==> src/rtl/fifo_wr_arbiter_pkg.sv <==
// Shared definitions for the FIFO write-port arbiter: FSM states, burst
// limits and counter width.
package fifo_arb_pkg;

  localparam int unsigned MAX_BURST_DEF = 4;
  localparam int unsigned CNT_W         = 4;

  typedef enum logic {
    IDLE  = 1'b0,
    BURST = 1'b1
  } arb_state_e;

endpackage

==> src/rtl/fifo_wr_arbiter_rr_pick.sv <==
// Combinational round-robin finder: first set bit of req_i scanning upward
// from ptr_i, wrapping at NUM_REQ.
module rr_pick #(
  parameter int unsigned NUM_REQ = 4,
  parameter int unsigned IDX_W   = 2
) (
  input  logic [NUM_REQ-1:0] req_i,
  input  logic [IDX_W-1:0]   ptr_i,
  output logic               found_o,
  output logic [IDX_W-1:0]   idx_o
);

  int unsigned pos;

  always_comb begin
    found_o = 1'b0;
    idx_o   = '0;
    pos     = 0;
    for (int unsigned k = 0; k < NUM_REQ; k++) begin
      // ptr_i < NUM_REQ, so one subtraction is enough to wrap.
      pos = 32'(ptr_i) + k;
      if (pos >= NUM_REQ) pos = pos - NUM_REQ;
      if (!found_o && req_i[pos]) begin
        found_o = 1'b1;
        idx_o   = IDX_W'(pos);
      end
    end
  end

endmodule

==> src/rtl/fifo_wr_arbiter.sv <==
// Round-robin arbiter sharing the async FIFO write port among NUM_REQ
// producers; bounded bursts, zero-latency forwarding, full-gated writes.
module fifo_wr_arbiter
  import fifo_arb_pkg::*;
#(
  parameter int unsigned WIDTH     = 8,
  parameter int unsigned NUM_REQ   = 4,
  parameter int unsigned IDX_W     = 2,
  parameter int unsigned MAX_BURST = MAX_BURST_DEF
) (
  input  logic                     wr_clk,
  input  logic                     reset_n,
  input  logic [NUM_REQ-1:0]       req_valid,
  input  logic [NUM_REQ*WIDTH-1:0] req_data,
  input  logic [NUM_REQ-1:0]       req_last,
  output logic [NUM_REQ-1:0]       req_ready,
  input  logic                     wr_full,
  output logic                     wr_en,
  output logic [WIDTH-1:0]         data_in,
  output logic [IDX_W-1:0]         grant_id,
  output logic                     busy
);

  arb_state_e       state_q, state_d;
  logic [IDX_W-1:0] rr_ptr_q, rr_ptr_d;
  logic [IDX_W-1:0] grant_q, grant_d;
  logic [CNT_W-1:0] cnt_q, cnt_d;

  logic             found;
  logic [IDX_W-1:0] pick_idx;
  logic             gnt_valid, gnt_last;
  logic [WIDTH-1:0] gnt_data;
  logic             in_burst, xfer, burst_end;
  logic [CNT_W-1:0] cnt_inc;
  logic [IDX_W-1:0] grant_inc;

  rr_pick #(
    .NUM_REQ (NUM_REQ),
    .IDX_W   (IDX_W)
  ) u_pick (
    .req_i   (req_valid),
    .ptr_i   (rr_ptr_q),
    .found_o (found),
    .idx_o   (pick_idx)
  );

  always_comb begin
    gnt_valid = 1'b0;
    gnt_last  = 1'b0;
    gnt_data  = '0;
    for (int unsigned i = 0; i < NUM_REQ; i++) begin
      if (grant_q == IDX_W'(i)) begin
        gnt_valid = req_valid[i];
        gnt_last  = req_last[i];
        gnt_data  = req_data[i*WIDTH +: WIDTH];
      end
    end
  end

  assign in_burst  = (state_q == BURST);
  assign xfer      = in_burst & gnt_valid & ~wr_full;
  assign cnt_inc   = cnt_q + CNT_W'(1);
  assign grant_inc = (grant_q == IDX_W'(NUM_REQ - 1)) ? '0 : grant_q + IDX_W'(1);

  // A dropped valid ends the burst even while the FIFO is full.
  assign burst_end = in_burst &
                     (~gnt_valid | (xfer & (gnt_last | (cnt_inc == CNT_W'(MAX_BURST)))));

  always_comb begin
    state_d  = state_q;
    rr_ptr_d = rr_ptr_q;
    grant_d  = grant_q;
    cnt_d    = cnt_q;
    unique case (state_q)
      IDLE: begin
        if (found) begin
          grant_d = pick_idx;
          cnt_d   = '0;
          state_d = BURST;
        end
      end
      BURST: begin
        if (xfer) cnt_d = cnt_inc;
        if (burst_end) begin
          rr_ptr_d = grant_inc;
          state_d  = IDLE;
        end
      end
    endcase
  end

  always_ff @(posedge wr_clk or negedge reset_n) begin
    if (!reset_n) begin
      state_q  <= IDLE;
      rr_ptr_q <= '0;
      grant_q  <= '0;
      cnt_q    <= '0;
    end else begin
      state_q  <= state_d;
      rr_ptr_q <= rr_ptr_d;
      grant_q  <= grant_d;
      cnt_q    <= cnt_d;
    end
  end

  always_comb begin
    req_ready = '0;
    if (in_burst && !wr_full) begin
      for (int unsigned i = 0; i < NUM_REQ; i++) begin
        req_ready[i] = (grant_q == IDX_W'(i));
      end
    end
  end

  assign wr_en    = xfer;
  assign data_in  = in_burst ? gnt_data : '0;
  assign grant_id = grant_q;
  assign busy     = in_burst;

  a_no_overflow: assert property (@(posedge wr_clk) disable iff (!reset_n)
    !(wr_en && wr_full));
  a_ready_onehot: assert property (@(posedge wr_clk) disable iff (!reset_n)
    $onehot0(req_ready));

endmodule

==> config.mk <==
export PLATFORM = sky130hd
export DESIGN_NAME = fifo_wr_arbiter
export DESIGN_NICKNAME = d
export VERILOG_FILES = /design/src/rtl/fifo_wr_arbiter_pkg.sv /design/src/rtl/fifo_wr_arbiter_rr_pick.sv /design/src/rtl/fifo_wr_arbiter.sv
export SDC_FILE = /design/constraint.sdc
export NUM_CORES = 1
export LEC_CHECK = 0
export ABC_AREA = 1
export CAP_MARGIN = 25
export CORE_MARGIN = 5
export CORE_UTILIZATION = 43
export DETAILED_ROUTE_END_ITERATION = 10
export GPL_ROUTABILITY_DRIVEN = 0
export MAX_ROUTING_LAYER = met4
export PLACE_DENSITY = 0.91
export SLEW_MARGIN = 10
export SYNTH_ARGS = -nofsm -noshare
export SYNTH_HDL_FRONTEND = slang
export SYNTH_SLANG_ARGS = --single-unit
==> constraint.sdc <==
create_clock -name wr_clk -period 2.54 [get_ports wr_clk]
set_input_delay 0.381 -clock wr_clk [delete_from_list [all_inputs] [get_ports wr_clk]]
set_output_delay 0.381 -clock wr_clk [all_outputs]
set_load 0.005 [all_outputs]
### Yosys cells after proc, flatten, opt, wreduce, memory -nomap -nowiden

Cells that the tools add are included.
Widths: inputs -> output; s select.

* bitwise operators: 9
* multiplexer cells: 41
* magnitude comparators: 8
* equal/unequal tests: 6
* add/subtract/negate cells: 9
* reduce and logical (&&, ||, !) cells: 12

Operators by type and width (count)
* $lt 32x3->1 const B: 4
* $mux 32: 4
* $ge 32x3->1 const B: 3
* $sub 32x3->32 const B: 3
* $mux 8: 5
* $mux 1: 18
* $mux 4: 3
* $mux 2: 5
* $bmux 1 s2: 4
* $pmux 4 s2: 1
* $add 2x2->3 const B: 2
* $reduce_and 2->1: 3
* $add 4x1->4 const B: 1
* $and 1x1->1: 4
* $eq 2x2->1 const B: 2
* $eq 4x3->1 const B: 1
* $logic_and 1x1->1: 4
* $logic_not 1->1: 4
* $sub 2x3->4 const B: 1
* $add 2x1->3 const B: 1
* $ge 2x3->1 const B: 1
* $not 1->1: 3
* $add 2x1->2 const B: 1
* $eq 2x1->1 const B: 1
* other kinds (5): 6

* output and inout bits: 16
* flip-flop bits (word level): 9
* input bits: 43
* logic and storage cells: 89

### Depth between registers and ports, before layout

Gate-level depths: netlist of the first run.

* depth in word-level cells: 16
* mapped depth: 13
* depth with buffers taken out: 13

### Cells and area by module

A second synthesis of the first run with hierarchy kept.

* cell total of the unflattened synthesis: 197
* area total of the unflattened synthesis: 1203.7 µm²

By module, submodules not included
* fifo_wr_arbiter: sequential area each 225.2 µm², cells an instance 138, area an instance 884.6 µm², times used 1
* rr_pick: sequential area each 0.0 µm², cells an instance 59, area an instance 319.1 µm², times used 1

### Worst setup path after synthesis of the first run

OpenSTA, ideal clock, no wires.

* kind: register to output
* from: reg grant_q[0] (netlist: grant_id[0])
* to: out data_in[6]
* cell stages (with the launch flop): 8
* buffers on the path: 1
* required time: 2159 ps
* slack: 781 ps
* data arrival time: 1378 ps
* cell sequence: dfrtp_1 > inv_1 > ha_1 > clkinv_1 > clkbuf_1 > nand2_1 > o21ai_0 > a21oi_1

* longest elaborated chain between the ends: 6
* elaborated cells on any way between the ends: 9

RTL lines
* start: declaration: line fifo_wr_arbiter.sv:26 `logic [IDX_W-1:0] grant_q, grant_d;`
* start signal: assignment: line fifo_wr_arbiter.sv:101 `grant_q <= grant_d;`
* $logic_not 2->1: line fifo_wr_arbiter.sv:52 `if (grant_q == IDX_W'(i)) begin`
* $mux 8 (3 in a row): line fifo_wr_arbiter.sv:52
* $mux 8 *: line fifo_wr_arbiter.sv:52
* $mux 8 *: line fifo_wr_arbiter.sv:116 `assign data_in = in_burst ? gnt_data : '0;`
* end: declaration: line fifo_wr_arbiter.sv:19 `output logic [WIDTH-1:0] data_in,`

Every way passes the cells marked *; elsewhere a longest branch is shown, timed or not.

### Worst setup path after layout of the first run

* from: reg grant_q[1] (netlist: grant_id[1])
* to: out data_in[4]

Same word-level chain as after synthesis.

==> results_dict.tcl, run 1 <==
set metrics [dict create \
    status "finished, final reports clean" \
    yosys.area.top_type "nand2_1" \
    firstDrtPassIters 5 \
    area_growth_pct 63.87 \
    max_slew.worst_pin.slew_ns 0.4493 \
    avgViaCountPerCell 5.119 \
    max_freq_ghz 0.4033 \
    fin_crit_sh_pct 97.62 \
    dieArea_sq_um 3722 \
    setup_viol 0 \
    dr_total_vias 1459 \
    htreeDepth 1 \
    rsz0062_at_grt "true" \
    hold_class "in2async" \
    cp.required_ns 2.16 \
    syn_inst 191 \
    power_mw 1.921 \
    postSynthAreaPerCell_sq_um 5.856 \
    cts_tree "done" \
    antenna_found_initial 0 \
    synth-seq-cells 9 \
    clk_latency_ns 0.25 \
    arrival_ns 2.10 \
    ys_warn_count 0 \
    critPathKind "reg2out" \
    drt-initial-drc-count 117 \
    place.port_buffers 58 \
    slew_violations 0 \
    cp-end-kind "output pin" \
    netlist_area_sq_um 1119 \
    grt_pass1_vias 1330 \
    synth.area.top_cells "nand2_1, dfrtp_1, o21ai_0" \
    cts_root_buf "clkbuf_4" \
    clk_pin_slew_ns 0.06 \
    hpwl_mm 2.940 \
    clock_sinks 9 \
    ys_seq_area_share_pct 20.13 \
    nets 305 \
    gr-total-overflow 0 \
    io_pins 59 \
    cap_violations 0 \
    relSlewSlack_pct 70.04 \
    initial_core_util_pct 45.15 \
    crit_fanout 5 \
    antenna_cells 0 \
    cts_buffer_depth 2 \
    min_period_ns 2.480 \
    wl_mm 3.704 \
    powerDensity_nw_per_um2 1048 \
    synth_top_area_share_pct 24.50 \
    core_area_sq_um 2477 \
    syn_nets 240 \
    p_leak_nw 0.9810 \
    grt_pass1_wl_mm 5.871 \
    wl_per_cell_microns 13.00 \
    ys_types 22 \
    worstSetupStartpointType "flop" \
    fillers 202 \
    rows 18 \
    drive_gt1_share_pct 12.16 \
    hold_viol_final 0 \
    cts_inserted_buffers 3 \
    ant_nets 0 \
    grt_max_degree 19 \
    ir_worst_vdd_uv 807.1 \
    grt.total_usage_pct 21.37 \
    finalSetupTns_ns 0 \
    die_h_microns 61.01 \
    fp.dieW_microns 61.01 \
    drc 0 \
    clock_skew_ns 0.006567 \
]
-- per-stage QoR --
stage / area (sq um) / cells / worst slack, ns / hold slack (ns) / utilization (%)
4_1_cts: 1795 / 284 / 0.003996 / 0.4343 / 72.47
6_report: 1833 / 285 / 0.06044 / 0.4272 / 73.99
2_1_floorplan: 1119 / 191 / 0.7812 / 0.08541 / -
3_3_place_gp: 1732 / 277 / 0.2809 / 0.5158 / 69.90
3_5_place_dp: 1732 / 277 / 0.2503 / 0.5219 / 69.90
5_1_grt: 1833 / 285 / -0.008956 / 0.4427 / 73.99
-- power by group --
part | total, mW | switching, mW | internal [mW]
Sequential | 0.306 | 0.106 | 0.200
Combinational | 1.51 | 0.825 | 0.683
Clock | 0.108 | 0.0472 | 0.0603
Total | 1.92 | 0.978 | 0.943
-- layer usage --
| metal | track usage, % | part of all wire (%) | vias up |
|---|---|---|---|
| met5 | - | 0 | - |
| met2 | 38.02 | 53 | 27 |
| li1 | - | - | 753 |
| met4 | 2.786 | 1.9 | 0 |
| met3 | 2.340 | 2.4 | 6 |
| met1 | 26.57 | 43 | 673 |
-- area by class of cell --
type / count / area, sq um / area share [%]
timing repair buffer: 64 / 644.4 / 35.15
clock buffer: 4 / 26.28 / 1.433
tap: 30 / 37.54 / 2.048
inverter: 20 / 78.83 / 4.300
sequential: 9 / 226.5 / 12.35
multi-input combinational: 158 / 819.5 / 44.71
-- critical path: stages, from the launching register on --
cell	delay, ns
dfrtp_2	0.44
inv_2	0.09
ha_1	0.14
inv_1	0.10
nor2_4	0.16
a22oi_1	0.10
nand2_1	0.06
o21ai_0	0.08
a21oi_1	0.14
clkdlybuf4s50_1	0.53
-- cell families after synthesis --
kind of cell	after synthesis	synth area share [%]
AO/OA/AOI/OAI	36	18.01
XOR/XNOR	1	0.7831
adder cells (fa/ha/maj)	6	6.711
buffers and inverters	25	9.171
flip-flops	9	20.13
AND/OR/NAND/NOR	114	45.19
-- timing repair --
action | CTS | global route
resized for setup | 5 | 11
setup endpoints to repair | 3 | 9
cloned | 1 | 0
hold buffers | 0 | 0
pin swaps | 1 | 3
buffers inserted | 2 | 1
-- flip-flops by register name (all words and copies together), names as in the netlist --
name / count
cnt_q: 4
grant_id: 2
rr_ptr_q: 2
busy: 1
-- cells in the final DEF, fill, tap and decap left out, types with 2 or more instances in the layout --
cell             instances
nand2_1                 73
nand3_2                  3
inv_2                    6
a21oi_1                 10
nand4_1                  2
nor2_4                   3
a22oi_1                  8
buf_4                    5
nand2_2                  4
nor2_1                  13
ha_2                     2
ha_1                     3
clkbuf_4                 3
nand3_1                 15
o21ai_0                 17
clkdlybuf4s50_1         52
dfrtp_1                  8
dlymetal6s2s_1           6
inv_1                   12
-- synth_stat cells --
| master | instances |
|---|---|
| a21oi_1 | 10 |
| a22oi_1 | 8 |
| a31oi_1 | 1 |
| buf_2 | 1 |
| buf_6 | 1 |
| clkbuf_1 | 3 |
| clkinv_1 | 1 |
| dfrtp_1 | 9 |
| ha_1 | 6 |
| inv_1 | 15 |
| inv_2 | 4 |
| nand2_1 | 73 |
| nand2_2 | 4 |
| nand2_4 | 1 |
| nand3_1 | 15 |
| nand3_2 | 3 |
| nand4_1 | 2 |
| nor2_1 | 13 |
| nor2_4 | 2 |
| o21ai_0 | 17 |
| or2_1 | 1 |
| xor2_1 | 1 |
-- path summary, 6_finish.rpt --
check	startpoint	endpoint	slack [ns]	cells after the start
min	reset_n	cnt_q[3]	0.43	1
max reg2reg	grant_id[1]	cnt_q[0]	0.76	12
max in group asynchronous	reset_n	grant_id[1]	1.80	1
min in group wr_clk	cnt_q[3]	cnt_q[3]	0.54	2
max	grant_id[1]	data_in[4]	0.06	9
min reg2reg	cnt_q[3]	cnt_q[3]	0.54	2
Power figures use the tool's default switching activity.
==> run 2: changes to the inputs <==
MAX_ROUTING_LAYER = default   (was met4)
==> results of run 2 <==
Final layout, timing and power as in run 1 (identical DEF).
Among the figures that moved: via count of the first global-routing pass 1330 -> 1332; overall routing resource usage 21.37% -> 20.72%
